**config.mk**
```make
export PLATFORM = sky130hd
export DESIGN_NAME = output_buffer
export DESIGN_NICKNAME = d
export VERILOG_FILES = /design/src/rtl/output_buffer_pkg.sv /design/src/rtl/output_buffer_fifo.sv /design/src/rtl/output_buffer.sv
export SDC_FILE = /design/constraint.sdc
export NUM_CORES = 1
export LEC_CHECK = 0
export CORE_ASPECT_RATIO = 0.7
export CORE_MARGIN = 5
export CORE_UTILIZATION = 53
export DETAILED_ROUTE_END_ITERATION = 8
export PLACE_DENSITY = 0.72
export SYNTH_ARGS = -nofsm -noshare
export SYNTH_HDL_FRONTEND = slang
export SYNTH_HIERARCHICAL = 1
export SYNTH_SLANG_ARGS = --single-unit
```
**constraint.sdc**
```tcl
create_clock -name clk -period 9.35 [get_ports clk]
set_input_delay 1.87 -clock clk [delete_from_list [all_inputs] [get_ports clk]]
set_output_delay 1.87 -clock clk [all_outputs]
set_load 0.01 [all_outputs]
```
**src/rtl/output_buffer_pkg.sv**
```systemverilog
// output_buffer_pkg: shared state type, default geometry and lane selector for the output buffer
package output_buffer_pkg;
  localparam int LANES = 8;
  localparam int LANE_BITS = 32;
  localparam int SLOTS = 4;
  localparam int LANE_W = $clog2(LANES);
  localparam int PTR_W = $clog2(SLOTS);
  localparam int OCC_W = PTR_W + 1;
  typedef enum logic {IDLE, SEND} state_t;
  function automatic logic [LANE_BITS-1:0] lane_sel(input logic [LANES*LANE_BITS-1:0] v, input logic [LANE_W-1:0] idx);
    return v[idx*LANE_BITS +: LANE_BITS];
  endfunction
endpackage

```
**src/rtl/output_buffer_fifo.sv**
```systemverilog
// vector_fifo: circular store of DEPTH wide vectors (push/pop, head, occupancy, full)
module vector_fifo import output_buffer_pkg::*; #(
  parameter int WIDTH = LANES * LANE_BITS,
  parameter int DEPTH = SLOTS
) (
  input  logic                       clk,
  input  logic                       rst,
  input  logic                       push,
  input  logic                       pop,
  input  logic [WIDTH-1:0]           din,
  output logic [WIDTH-1:0]           head,
  output logic [$clog2(DEPTH):0]     occupancy,
  output logic                       full
);
  localparam int PW = $clog2(DEPTH);
  localparam int OW = PW + 1;
  logic [WIDTH-1:0] mem [DEPTH];
  logic [PW-1:0] rd_ptr, wr_ptr;
  always_ff @(posedge clk) if (push) mem[wr_ptr] <= din;
  always_ff @(posedge clk) begin
    if (rst) begin
      rd_ptr <= '0;
      wr_ptr <= '0;
      occupancy <= '0;
    end else begin
      if (push) wr_ptr <= wr_ptr + 1'b1;
      if (pop) rd_ptr <= rd_ptr + 1'b1;
      occupancy <= occupancy + OW'(push) - OW'(pop);
    end
  end
  assign head = mem[rd_ptr];
  assign full = occupancy == OW'(DEPTH);
endmodule

```
**src/rtl/output_buffer.sv**
```systemverilog
// output_buffer: stores pushed N-lane vectors and drains them lane by lane on a valid/ready stream, dropping and flagging pushes on overflow
module output_buffer import output_buffer_pkg::*; #(
  parameter int N = LANES,
  parameter int DATA_WIDTH = LANE_BITS,
  parameter int DEPTH = SLOTS
) (
  input  logic                      clk,
  input  logic                      rst,
  input  logic [N*DATA_WIDTH-1:0]   vector_in,
  input  logic                      vector_valid,
  output logic [DATA_WIDTH-1:0]     dout,
  output logic                      dout_valid,
  input  logic                      dout_ready,
  output logic                      dout_last,
  output logic [$clog2(N)-1:0]      lane_idx,
  output logic [$clog2(DEPTH):0]    occupancy,
  output logic                      overflow,
  input  logic                      overflow_clear
);
  state_t state, state_nx;
  logic [N*DATA_WIDTH-1:0] head;
  logic full, xfer, done, push;
  vector_fifo #(.WIDTH(N*DATA_WIDTH), .DEPTH(DEPTH)) u_fifo (
    .clk(clk), .rst(rst), .push(push), .pop(done), .din(vector_in),
    .head(head), .occupancy(occupancy), .full(full)
  );
  assign dout_valid = state == SEND;
  assign xfer = dout_valid && dout_ready;
  assign done = xfer && lane_idx == LANE_W'(N - 1);
  assign push = vector_valid && (!full || done);
  assign dout_last = dout_valid && lane_idx == LANE_W'(N - 1);
  assign dout = dout_valid ? lane_sel(head, lane_idx) : '0;
  always_comb begin
    state_nx = state;
    state_nx = done ? ((occupancy > 1 || push) ? SEND : IDLE)
                    : ((dout_valid || occupancy != 0 || push) ? SEND : IDLE);
  end
  always_ff @(posedge clk) begin
    if (rst) begin
      state <= IDLE;
      lane_idx <= '0;
      overflow <= 1'b0;
    end else begin
      state <= state_nx;
      if (xfer) lane_idx <= done ? '0 : lane_idx + 1'b1;
      if (vector_valid && !push) overflow <= 1'b1;
      else if (overflow_clear) overflow <= 1'b0;
    end
  end
endmodule
```
==> impl_metrics.json, run 1 <==
{
  "yosys-top-cells-count": "sky130_fd_sc_hd__edfxtp_1, sky130_fd_sc_hd__mux4_2, sky130_fd_sc_hd__mux2_2",
  "count_of_flip_flops_with_a_built_in_enable_after_synthesis": 1024,
  "design.portCount": 302,
  "ctsLongestPathBuffers": 3,
  "crit_required_ns": 7.48,
  "arrival_ns": 4.28,
  "post-synth-top-count-cell": "sky130_fd_sc_hd__edfxtp_1",
  "drt-vias-per-instance": 5.96,
  "flow.area_growth_from_synthesis_pct": 17.1,
  "gr-usage-met3": 0.0674,
  "tightest_slew_ns": 1.07,
  "synth_top_cell_by_area": "sky130_fd_sc_hd__edfxtp_1",
  "grt-busiest-layer": "met1",
  "syn-num-nets": 1900,
  "postSynthRegisterBits": 1038,
  "total_power_mw": 10.7,
  "ff2ff_path_depth": 8,
  "ys_types": 38,
  "worst_clock_skew_ns": 0.0196,
  "synth.area.top_cells": "sky130_fd_sc_hd__edfxtp_1, sky130_fd_sc_hd__mux4_2, sky130_fd_sc_hd__mux2_2",
  "clkSlewWorstSetupHoldPaths_ns": 0.07,
  "cts_setup_buffers": 0,
  "power_leakage_nw": 14.6,
  "synth-seq-area-share": 0.771,
  "report.final.setup_viol": 0,
  "die-area_mm2": 0.0816,
  "hold_path_class": "reg -> reg",
  "holdCritStartpoint": "lane_idx[1]$_SDFFE_PP0P_",
  "syn-mean-instance-area_um2": 24.7,
  "ctsHoldBuffers": 0,
  "seqCellArea_mm2": 0.0310,
  "cts_tree": "done",
  "rsz0062_at_grt": "false",
  "endpoint_of_the_worst_hold_timing_path": "lane_idx[1]$_SDFFE_PP0P_",
  "cp_cell_sequence": "buf_4 -> mux4_2 -> mux4_2 -> inv_1 -> a21oi_1 -> clkdlybuf4s50_1",
  "overflow": 0,
  "holdPathStages": 2,
  "final-hold-violation-count": 0,
  "slowest_delay_ns": 0.89,
  "power-per-cell-area_mw_per_mm2": 227,
  "layout.cell_area.non_filler_mm2": 0.0471,
  "first_global_vias": 18966,
  "achievable_frequency_mhz": 163,
  "hpwl_um": 50500,
  "combined_area_of_all_synthesized_cells_mm2": 0.0402,
  "fp.dieH_um": 241,
  "drt.antenna.violating_nets": 0,
  "r2r_setup_slack_ns": 4.85,
  "grt_first_pass_wirelength_um": 125000,
  "grtUsageTotal": 0.209,
  "h-tree-depth": 3,
  "std_cell_rows": 84,
  "final_net_count": 2236,
  "crit_type": "reg -> out",
  "cp-start-kind": "flip-flop",
  "netlist_instances": 1630,
  "fin_setup_tns_ns": 0,
  "drive_above_1_share": 0.271,
  "worstPathMaxFanout": 40,
  "timing.hold.ws_ns": 0.490,
  "yosys.area.top_type_share": 0.764,
  "run_status": "completed",
  "chipWidth_um": 339,
  "cts_made_buffers": 96,
  "final.period_utilization": 0.658,
  "buffers_plus_inverters_on_the_worst_setup_path": 3,
  "initial_utilization": 0.536,
  "dr_vias": 18120,
  "drcViolationCount": 0,
  "asyncSetResetFlopFracSynth": 0,
  "yosys_warnings": 6,
  "area_of_combinational_cells_with_multiple_inputs_mm2": 0.00821,
  "worst_path_most_repeated_cell": "sky130_fd_sc_hd__mux4_2",
  "clock_sink_count": 1038,
  "cp_top_family": "buffers and inverters",
  "final.min_clock_period_ns": 6.15,
  "cp_slowest_cell": "sky130_fd_sc_hd__dfxtp_4",
  "wl_per_cell_um": 27.8,
  "irDropWorstVdd_uv": 133,
  "grt_util_met2": 0.312,
  "r2r-end": "u_fifo/mem[2][246]$_DFFE_PP_",
  "pin_count_of_the_biggest_net_entering_global_routing": 163,
  "maxSlewHeadroom": 0.286,
  "timing_max_transition_violations_final": 0,
  "drt_iter0_drc": 1500,
  "top_reg_cell_synth": "sky130_fd_sc_hd__edfxtp_1",
  "cts_repair_resize_count": 0,
  "insertion_delay_ns": 0.64,
  "drt_pass1_iterations": 5,
  "num-fill-cells": 4925,
  "worstSetupEndpointType": "primary output",
  "core_area_mm2": 0.0751,
  "total_detailed_routing_wirelength_um": 84600,
  "cts-root-buf": "sky130_fd_sc_hd__clkbuf_16",
  "antenna_found_initial": 30,
  "finalWeightedCongestion": 0.752,
  "r2r_start": "lane_idx[0]$_SDFFE_PP0P_",
  "gr-usage-met1": 0.312,
  "cap_violations": 0,
  "post_dp_cell_area_mm2": 0.0440,
  "io_buffers": 301
}
## routing by layer
layer / vias up / routed length [um]
li1: 7708 / -
met1: 9672 / 36900
met4: 40 / 1270
met3: 130 / 7280
met2: 570 / 38900
met5: - / 259
## sequential cells by signal, indices dropped and copies added, names as in the netlist, named ones only
signal / flops
overflow: 1
lane_idx: 3
dout_valid: 1
u_fifo/wr_ptr: 2
u_fifo/mem: 1024
u_fifo/rd_ptr: 2
u_fifo/occupancy: 3
## cell families after synthesis
kind of cell / Yosys count / synth area share
xor gates and xnor gates: 3 / 0.000995
AOI/OAI and AO/OA: 72 / 0.0150
adders and majority gates: 9 / 0.00298
and+or+nand+nor: 27 / 0.00339
buffers and inverters: 127 / 0.0255
DFF: 1038 / 0.771
muxes: 354 / 0.181
## cell usage in the layout, fill, tap and decap left out, drive strengths merged
master and count:
a21bo 1, a21boi 1, a21oi 35, a32oi 1, and2 5, buf 25, bufinv 10, clkbuf 118
clkdlybuf4s50 301, clkinv 53, clkinvlp 1, dfxtp 14, diode 9, edfxtp 1024, fa 1, ha 8
inv 33, mux2 64, mux2i 2, mux4 288, nand2 3, nand2b 1, nand3 2, nand3b 1
nand4b 1, nor2 11, nor2b 1, nor3b 1, o21ai 1, o21ba 1, o221ai 32, or2 1
xnor2 2, xnor3 1
## where the power goes
part / switching [mW] / internal (mW) / total [mW]
logic: 0.622 / 0.514 / 1.14
clock network: 1.62 / 2.22 / 3.84
registers: 0.104 / 5.63 / 5.73
total: 2.34 / 8.36 / 10.7
## worst min-delay path: cells and delay by family, from the launching register on
family	cells	cell delay (ns)
and+or+nand+nor	1	0.06
AOI/OAI and AO/OA	1	0.05
DFF	1	0.34
## final cells by class
cell class,instances,share of cell area
inverter,39,0.00311
multi-input combinational,465,0.174
clock inverter,58,0.0119
antenna,9,0.000478
timing repair buffer,326,0.0711
sequential,1038,0.659
clock buffer,118,0.0543
tap,989,0.0263
## worst max path at each step
| stage | end | slack (ns) | depth (start not counted) |
|---|---|---|---|
| global route | dout[10] | 2.82 | 6 |
| floorplan | u_fifo/mem[0][0]$_DFFE_PP_ | 0.26 | 3 |
| CTS | dout[14] | 3.04 | 6 |
| detailed placement | dout[14] | 3.74 | 6 |
| global placement | dout[14] | 3.74 | 6 |
| finish | dout[10] | 3.20 | 6 |
## metrics by stage
stage / worst slack [ns] / instances / util
detailed placement: 3.74 / 2857 / 0.585
floorplan: 0.264 / 1630 / -
CTS: 3.04 / 3033 / 0.627
finish: 3.20 / 3042 / 0.627
global route: 2.82 / 3035 / 0.627
global placement: 3.74 / 2857 / 0.585
Note: power is estimated with default switching activity, not from simulation.
==> run 2, diff against run 1 <==
clock period = 5.5 ns   (was 9.35 ns; I/O delays follow)
==> run 2 against run 1 <==
Compared with the run above: first-iteration DRC count up 10%; flip-flop and latch count unchanged; non-clock buffer count up 32; die area did not move; final cell count grew 1.2%; sequential share of layout area down 0.69 points; clock power grew 76%; worst setup slack worse by 2.4 ns; combinational power rose by 75%; utilization increased by 0.66 points; critical path type unchanged; largest cell class unchanged; largest power group unchanged.
==> impl_metrics.json, run 2 (same netlist as run 1, synthesis figures left out) <==
{
  "seqCellArea_mm2": 0.0310,
  "cts_setup_buffers": 0,
  "final.period_utilization": 0.863,
  "tightest_slew_ns": 0.986,
  "pin_count_of_the_biggest_net_entering_global_routing": 90,
  "rsz0062_at_grt": "false",
  "std_cell_rows": 84,
  "antenna_found_initial": 26,
  "worstPathMaxFanout": 49,
  "hold_path_class": "reg -> reg",
  "chipWidth_um": 339,
  "irDropWorstVdd_uv": 241,
  "worst_clock_skew_ns": 0.0157,
  "regMostFlops": "u_fifo/mem",
  "cp-start-kind": "flip-flop",
  "finalWeightedCongestion": 0.764,
  "initial_utilization": 0.536,
  "ctsLongestPathBuffers": 3,
  "flow.area_growth_from_synthesis_pct": 18.3,
  "drive_above_1_share": 0.277,
  "maxSlewHeadroom": 0.343,
  "timing_max_transition_violations_final": 0,
  "core_area_mm2": 0.0751,
  "arrival_ns": 3.65,
  "drt_pass1_iterations": 4,
  "drt-vias-per-instance": 5.95,
  "drt.antenna.violating_nets": 0,
  "power-per-cell-area_mw_per_mm2": 388,
  "num-fill-cells": 4918,
  "run_status": "completed",
  "worst_slack_ns": 0.751,
  "largest_register_ffs": 1024,
  "total_power_mw": 18.5,
  "clock_sink_count": 1038,
  "wl_per_cell_um": 27.6,
  "cts_made_buffers": 97,
  "post_dp_cell_area_mm2": 0.0444,
  "worstSetupEndpointType": "primary output",
  "drcViolationCount": 0,
  "report.final.setup_viol": 0,
  "cap_violations": 0,
  "layout_commonest_cell": "sky130_fd_sc_hd__edfxtp_1",
  "clkSlewWorstSetupHoldPaths_ns": 0.06,
  "final-hold-violation-count": 0,
  "insertion_delay_ns": 0.63,
  "grt_first_pass_wirelength_um": 127000,
  "cts-root-buf": "sky130_fd_sc_hd__clkbuf_16",
  "ctsHoldBuffers": 0,
  "achievable_frequency_mhz": 211,
  "grtUsageTotal": 0.210,
  "die-area_mm2": 0.0816,
  "hpwl_um": 53400,
  "crit_required_ns": 4.40,
  "cts_repair_resize_count": 0,
  "total_detailed_routing_wirelength_um": 85000,
  "first_global_vias": 19022,
  "power_leakage_nw": 14.8,
  "overflow": 0,
  "crit_type": "reg -> out",
  "area_of_combinational_cells_with_multiple_inputs_mm2": 0.00821,
  "reg_top3": "u_fifo/mem: 1024 flops, lane_idx: 3 flops, u_fifo/occupancy: 3 flops",
  "h-tree-depth": 3,
  "cts_tree": "done",
  "fin_setup_tns_ns": 0,
  "design.portCount": 302,
  "dr_vias": 18308,
  "fp.dieH_um": 241,
  "io_buffers": 301,
  "layout.cell_area.non_filler_mm2": 0.0476,
  "layout.core_utilization": 0.634,
  "final_net_count": 2269,
  "final.min_clock_period_ns": 4.75,
  "pre_cts_ws_ns": 1.43,
  "drt_iter0_drc": 1654,
  "layout.cells.most_common_list": "sky130_fd_sc_hd__edfxtp_1, sky130_fd_sc_hd__clkdlybuf4s50_1, sky130_fd_sc_hd__mux4_2"
}
-- run 2: changes by cell type in the layout (fill, tap and decap cells not counted), sizes merged --
| cell | delta |
|---|---|
| diode | +4 |
| buf | +32 |
| clkbuf | +7 |
| bufinv | +3 |
| inv | +1 |
| clkinv | -10 |
-- run 2: layout make-up --
| class | instances | share of cell area |
|---|---|---|
| Antenna cell | 13 | 0.000683 |
| Sequential cell | 1038 | 0.652 |
| Inverter | 39 | 0.00307 |
| Tap cell | 989 | 0.0260 |
| Multi-Input combinational cell | 465 | 0.172 |
| Clock inverter | 52 | 0.0121 |
| Timing Repair Buffer | 358 | 0.0786 |
| Clock buffer | 125 | 0.0554 |
-- run 2: power breakdown --
group | switching, mW | internal (mW) | total [mW]
clock network | 2.75 | 3.99 | 6.74
registers | 0.189 | 9.55 | 9.74
logic | 1.07 | 0.928 | 2.00
-- run 2: metrics by stage --
step,hold slack (ns),cells
2_1_floorplan,0.499,1630
3_3_place_gp,0.471,2889
3_5_place_dp,0.483,2889
4_1_cts,0.498,3066
5_1_grt,0.522,3069
6_report,0.495,3079
-- run 2: final timing paths --
check | startpoint | to | slack (ns) | cells after the start
hold / removal | overflow$_SDFFE_PP0P_ | overflow$_SDFFE_PP0P_ | 0.50 | 2
setup reg to reg | lane_idx[0]$_SDFFE_PP0P_ | u_fifo/mem[2][44]$_DFFE_PP_ | 2.10 | 7
setup / recovery | flip-flop | dout[15] | 0.75 | 6
hold reg to reg | overflow$_SDFFE_PP0P_ | overflow$_SDFFE_PP0P_ | 0.50 | 2
-- run 2: layer usage --
layer	track usage	vias to the layer above	routed length, um
met1	0.310	9785	36400
met4	0.0497	28	1560
met2	0.311	600	39200
li1	-	7766	-
met5	0	-	172
met3	0.0695	129	7670
-- run 2: worst max-delay path, cell delays in order, from the launching register on --
cell and delay (ns):
sky130_fd_sc_hd__dfxtp_4 0.58, sky130_fd_sc_hd__buf_12 0.38, sky130_fd_sc_hd__mux4_2 0.59, sky130_fd_sc_hd__mux4_2 0.48
sky130_fd_sc_hd__clkinv_1 0.25, sky130_fd_sc_hd__a21oi_1 0.14, sky130_fd_sc_hd__clkdlybuf4s50_1 0.51
